### src/rtl/ram_fifo_ctrl.sv
// FIFO controller that runs a dual-port RAM as a circular buffer.
// Owns the pointers, the occupancy count, the status flags and the RAM strobes.
module ram_fifo_ctrl #(
    parameter int DEPTH    = 256,
    parameter int AF_LEVEL = DEPTH - 4,
    parameter int AE_LEVEL = 4
) (
    input  logic                     i_Clk,
    input  logic                     i_Rst,
    input  logic                     i_Flush,
    input  logic                     i_Wr_DV,
    input  logic                     i_Rd_En,
    output logic [$clog2(DEPTH)-1:0] o_Ram_Wr_Addr,
    output logic                     o_Ram_Wr_DV,
    output logic [$clog2(DEPTH)-1:0] o_Ram_Rd_Addr,
    output logic                     o_Ram_Rd_En,
    output logic                     o_Rd_DV,
    output logic [$clog2(DEPTH):0]   o_Count,
    output logic                     o_Full,
    output logic                     o_Empty,
    output logic                     o_Almost_Full,
    output logic                     o_Almost_Empty,
    output logic                     o_Overflow,
    output logic                     o_Underflow
);

    localparam int AW = $clog2(DEPTH);
    localparam int CW = AW + 1;
    localparam logic [CW-1:0] C_DEPTH = CW'(DEPTH);
    localparam logic [CW-1:0] C_AF    = CW'(AF_LEVEL);
    localparam logic [CW-1:0] C_AE    = CW'(AE_LEVEL);

    logic [AW-1:0] r_Wr_Ptr;
    logic [AW-1:0] r_Rd_Ptr;
    logic [CW-1:0] r_Count;
    logic          r_Rd_DV;
    logic          r_Overflow;
    logic          r_Underflow;

    logic w_Full;
    logic w_Empty;
    logic w_Wr_Acc;
    logic w_Rd_Acc;

    // Flags come from the registered count only, so a full FIFO rejects a
    // write even when a read drains an entry in the same cycle.
    assign w_Full   = (r_Count == C_DEPTH);
    assign w_Empty  = (r_Count == '0);
    assign w_Wr_Acc = i_Wr_DV & ~w_Full  & ~i_Flush & ~i_Rst;
    assign w_Rd_Acc = i_Rd_En & ~w_Empty & ~i_Flush & ~i_Rst;

    always_ff @(posedge i_Clk) begin
        if (i_Rst || i_Flush) begin
            r_Wr_Ptr    <= '0;
            r_Rd_Ptr    <= '0;
            r_Count     <= '0;
            r_Rd_DV     <= 1'b0;
            r_Overflow  <= 1'b0;
            r_Underflow <= 1'b0;
        end else begin
            // DEPTH is a power of two, so pointer wrap is the natural rollover.
            if (w_Wr_Acc) r_Wr_Ptr <= r_Wr_Ptr + AW'(1);
            if (w_Rd_Acc) r_Rd_Ptr <= r_Rd_Ptr + AW'(1);
            case ({w_Wr_Acc, w_Rd_Acc})
                2'b10:   r_Count <= r_Count + CW'(1);
                2'b01:   r_Count <= r_Count - CW'(1);
                default: r_Count <= r_Count;
            endcase
            r_Rd_DV     <= w_Rd_Acc;
            r_Overflow  <= r_Overflow  | (i_Wr_DV & w_Full);
            r_Underflow <= r_Underflow | (i_Rd_En & w_Empty);
        end
    end

    assign o_Ram_Wr_Addr  = r_Wr_Ptr;
    assign o_Ram_Wr_DV    = w_Wr_Acc;
    assign o_Ram_Rd_Addr  = r_Rd_Ptr;
    assign o_Ram_Rd_En    = w_Rd_Acc;
    assign o_Rd_DV        = r_Rd_DV;
    assign o_Count        = r_Count;
    assign o_Full         = w_Full;
    assign o_Empty        = w_Empty;
    assign o_Almost_Full  = (r_Count >= C_AF);
    assign o_Almost_Empty = (r_Count <= C_AE);
    assign o_Overflow     = r_Overflow;
    assign o_Underflow    = r_Underflow;

endmodule
### config.mk
export PLATFORM = sky130hd
export DESIGN_NAME = ram_fifo_ctrl
export DESIGN_NICKNAME = d
export VERILOG_FILES = /design/src/rtl/ram_fifo_ctrl.sv
export SDC_FILE = /design/constraint.sdc
export NUM_CORES = 1
export LEC_CHECK = 0
export BUFFER_PORTS_ARGS = -buffer_cell sky130_fd_sc_hd__buf_2
export CAP_MARGIN = 20
export CORE_MARGIN = 2
export CORE_UTILIZATION = 40
export DETAILED_ROUTE_END_ITERATION = 16
export GPL_ROUTABILITY_DRIVEN = 0
export GPL_TIMING_DRIVEN = 0
export HOLD_SLACK_MARGIN = 0.06
export PLACE_DENSITY_LB_ADDON = 0.12
export RECOVER_POWER = 50
export SYNTH_ARGS = -nofsm -noshare
export SYNTH_HDL_FRONTEND = slang
export SYNTH_SLANG_ARGS = --single-unit
### constraint.sdc
create_clock -name i_Clk -period 3 [get_ports i_Clk]
set_clock_uncertainty 0.05 [all_clocks]
set_input_delay 0.3 -clock i_Clk [delete_from_list [all_inputs] [get_ports i_Clk]]
set_output_delay 0.3 -clock i_Clk [all_outputs]
set_load 0.02 [all_outputs]
# Word-level counts from Yosys, hierarchy flattened
# Index checks and enable logic that the tools add are counted.
[op_classes]
multipliers = 0
add_sub_neg = 4
n_bitwise = 14
n_reduce_logical = 3
magnitude_cmp = 2
n_mux = 1
shifts = 0
n_eq_ne = 3
n_div = 0
[op_table]
columns = ["op", "n"]
rows = [
  ["9-bit one-hot mux with 2 select lines", 1],
  ["8-bit by 1-bit adder with 8-bit output, second input constant", 2],
  ["9-bit by 1-bit adder with 9-bit output, second input constant", 1],
  ["9-bit equality test, second input constant", 1],
  ["9-bit by 8-bit greater-or-equal comparator with 1-bit output, second input constant", 1],
  ["9-bit by 3-bit less-or-equal comparator with 1-bit output, second input constant", 1],
  ["9-bit zero test", 1],
  ["9-bit by 1-bit subtractor with 9-bit output, second input constant", 1],
  ["1-bit AND", 8],
  ["1-bit inverter", 4],
  ["2-bit by 1-bit equality test with 1-bit output, second input constant", 1],
  ["2-bit equality test, second input constant", 1],
  ["1-bit OR", 2],
  ["2-bit nonzero test", 1],
  ["1-bit logical OR", 1],
]
[totals]
elab_cells = 33
register_bits = 28
mem_count = 0
ramBits = 0
inputBits = 5
out_inout_bits = 34
latch_bits = 0
mem_bits_ro = 0

# Depth between registers and ports, before layout
[depth]
ltp_word = 7
ltp_mapped = 12
depth_no_buf = 10

# Worst setup path after synthesis
# OpenSTA, ideal clock, no wires.
[synth_timing]
path_kind = "reg2reg"
start = "register r_Count[0], in the netlist o_Count[0]"
end = "register r_Count[8], in the netlist o_Count[8]"
period_less_slack_ns = 3.288
arrival_ns = 3.103
stages_incl_launch_ff = 12
setup_ns = 0.135
t_required_ns = 2.815
n_path_buf = 1
slack_ns = -0.288
cell_sequence = "dfxtp_1 -> or4_4 -> o31a_1 -> buf_6 -> nand2_1 -> ha_1 -> ha_1 -> a21oi_1 -> a211oi_1 -> o21a_1 -> o311ai_0 -> o41ai_1"
[synth_via]
elab_chain_cells = 7
elab_cells_between_ends = 16
classes_between = "add/sub (2); eq/ne (3); mux (1); bitwise (8); reduce/logical (2)"
[synth_lines]
columns = ["item", "line_no", "text"]
rows = [
  ["start: declaration", "35", "logic [CW-1:0] r_Count;"],
  ["start signal: assignment", "65", "2'b10: r_Count <= r_Count + CW'(1);"],
  ["start signal: assignment", "66", "2'b01: r_Count <= r_Count - CW'(1);"],
  ["start signal: assignment", "67", "default: r_Count <= r_Count;"],
  ["9-bit equality test or 9-bit zero test (tied branches)", "47, 48", ""],
  ["1-bit inverter (on tied branches)", "49, 50", ""],
  ["1-bit AND (on tied branches) (3 in series)", "49, 50", ""],
  ["2-bit by 1-bit equality test with 1-bit output or 2-bit equality test (tied branches)", "64", "case ({w_Wr_Acc, w_Rd_Acc})"],
  ["9-bit one-hot mux with 2 select lines or 2-bit nonzero test (tied branches)", "-", ""],
]
# Parallel ways exist; a longest one is shown, timed or not.
# A chain may end at the register's enable or synchronous reset.

# Worst setup path in the final report
[layout_timing]
start = "register r_Count[4], in the netlist o_Count[4]"
end = "register r_Count[8], in the netlist o_Count[8]"
# Same word-level chain as after synthesis.

==> results.txt <==
Die H -> 65.8 µm
Gate Count Post-Synth -> 174
Routing usage on met1 -> 25.9%
Reg area -> 573 µm²
Buffer depth of the longest clock path -> 2
Maximum vdd drop -> 0.000269 V
DRT Pass-1 Iters -> 4
Worst reg2reg path depth -> 13
Place WS -> -0.139 ns
Syn Area/Cell -> 8.78 µm²
H-tree levels -> 1
Worst skew pair latency -> 0.27 ns
Final setup fails -> 0
Post-synth ARST share -> 0%
Number of max-cap violations -> 0
Worst Tran Pin Value -> 0.632 ns
DRT antenna net count -> 0
DR vias/cell -> 5.21
Final Critical Period -> 2.94 ns
Initial Utilization -> 41.7%
Hold WS -> 0.236 ns
Net Count, Synth -> 190
Status -> completed
Area share of the largest cell type after synthesis -> 36.7%
Final setup margin -> 0.0581 ns
Biggest area consumer among synthesized cells -> dfxtp_1
WP data arrival -> 3.05 ns
Setup Crit Path Kind -> flop to flop
Synthesized flop and latch total -> 28
# DRC -> 0
Clk sinks -> 28
Pleak -> 0.850 nW
CP Launch Type -> flop
Layout net count -> 242
Row cnt -> 22
Area growth, synth to finish -> 36.4%
M3 GR Usage -> 2.21%
Initial DRC Count -> 64
Yosys warnings -> 0
Worst rel slew slack -> 57.7%
Critical-path maximum fanout -> 9
Post-DR wirelength/cell -> 13.6 µm
Worst r2r src -> o_Count[4]
Hold Path Sink -> o_Overflow
Worst path required time -> 3.11 ns
Number of global-route vias before repair -> 1283
Routed WL -> 3710 µm
FILL cells -> 334
Area occupied by multi-input gates -> 0.00106 mm²
GRT Max-Usage Layer -> met2
CTS tree -> built
HP Start -> i_Wr_DV
Placed insts -> 260
Final TNS setup -> 0 ns
Overall global routing resource usage -> 18.0%
Hold path depth -> 3
Reg2reg setup slack -> 0.06 ns
Top Ports -> 39
Seq/Total Area, Yosys -> 36.7%
Final Non-Filler Cells -> 273
Fmax -> 0.340 GHz
CTS buffer count -> 3
Max-slew violation count -> 0
Core area -> 0.00366 mm²
Hold_buf cts -> 0
CP Capture Type -> flop
Hold Vio Cnt, Final -> 0
Die W -> 65.8 µm
Fin crit share -> 98.1%
RR Endpoint -> o_Count[8]
CTS root buf -> clkbuf_8
Detailed Place HPWL -> 2610 µm
I/O Buffers -> 38
Via count -> 1421
Hold WC Path Type -> input port to flop
Power Dens Cells -> 347 mW/mm²
Largest net degree at the start of global routing -> 17
Number of synthesized flops with an enable pin -> 0
Main synth FF type -> dfxtp_1
End-of-flow core utilization -> 56.9%
GRT Residual Overflow -> 0
Largest cells by area after synthesis -> dfxtp_1, ha_1, xor2_1
Clock-pin transition on the worst setup and hold timing paths -> 0.10 ns
Synthesized area -> 0.00153 mm²
Initial antenna violation count -> 0
First-pass GRT wire length -> 6170 µm
GR Util met2 -> 28.8%
# diodes -> 0
Post-synth cell types -> 39
Layout cells sized above 1 -> 32.4%
Die Footprint -> 0.00433 mm²
RSZ-0062 raised after global routing -> true
where the power goes:
group	switching [mW]	internal (mW)	total [mW]
Combinational	0.0280	0.0188	0.0468
Sequential	0.00304	0.372	0.375
Clock	0.122	0.179	0.301
Total	0.153	0.569	0.723
cell type report:
cell class,count,share of cell area [%]
Buffer,7,2.94
Multi-Input combinational cell,137,50.8
Inverter,2,0.360
Clock buffer,3,1.98
Tap cell,48,2.88
Clock inverter,1,1.44
Timing Repair Buffer,47,12.1
Sequential cell,28,27.5
through the flow:
step                      total power, mW  area, µm²
after CTS                           0.734       2070
after floorplan                     0.416       1580
after detailed placement            0.430       1830
final                               0.723       2080
after global routing                0.753       2080
after global placement              0.429       1830
routing by layer:
metal	share of wire, %	routed length, µm	up-vias
li1	-	-	719
met2	46	1690	33
met5	0	0	-
met4	0.46	17	0
met3	4.0	148	2
met1	50	1850	667
repair_timing:
action                     CTS  global route
setup endpoints to repair    3             3
resized for setup           23             4
gates cloned                 0             0
pin swaps                    8             4
setup buffers                8             1
critical path, stage by stage, from the launching register on:
cell and delay [ns]:
dfxtp_4 0.35, or4_4 0.53, buf_6 0.15, o31a_1 0.24, buf_6 0.15, nand2_4 0.08
ha_4 0.14, buf_8 0.14, ha_4 0.23, a21oi_4 0.15, a211oi_2 0.09, o21a_1 0.20
o311ai_1 0.22, o41ai_1 0.11
cells in the mapped netlist, drive strengths merged, types with 3 or more instances:
library cell and count:
dfxtp 28, nor2 25, nand2 17, a21oi 12
xor2 11, ha 10, nand3 7, nand4 7
xnor2 7, nor3 6, clkbuf 5, and3 4
mux2i 4, o21ai 4, o31ai 3
sequential cells by signal (all words and copies together) (netlist names):
signal,count
o_Count,9
o_Ram_Wr_Addr,8
o_Rd_DV,1
o_Underflow,1
o_Ram_Rd_Addr,8
o_Overflow,1
logic make-up after synthesis:
logic type | count (synthesis) | share of synthesized area [%]
mux | 4 | 2.62
flops | 28 | 36.7
compound gates | 30 | 13.4
xor+xnor | 18 | 10.3
buf+inv | 9 | 4.10
simple gates | 74 | 23.3
fa+ha+maj | 11 | 9.50
worst max path at each step:
stage,start,depth (start not counted),end,slack (ns)
after floorplan,o_Count[4],12,o_Count[8],0.01
after global placement,o_Count[5],12,o_Count[8],-0.1
after detailed placement,o_Count[5],12,o_Count[8],-0.14
after CTS,o_Count[4],13,o_Count[8],0.02
after global routing,o_Count[4],13,o_Count[8],-0.04
final,o_Count[4],13,o_Count[8],0.06
cells in the final DEF (no fill, tap or decap), drive strengths merged, types with 3 or more instances in the layout:
cell / synthesis / final
buf: 2 / 39
dfxtp: 28 / 28
nor2: 25 / 25
clkbuf: 5 / 18
nand2: 17 / 17
a21oi: 12 / 12
xor2: 11 / 11
ha: 10 / 10
nand4: 7 / 7
xnor2: 7 / 7
nand3: 7 / 7
nor3: 6 / 6
mux2i: 4 / 4
o21ai: 4 / 4
and3: 4 / 4
o31ai: 3 / 3
Note: power is estimated with default switching activity, not from simulation.
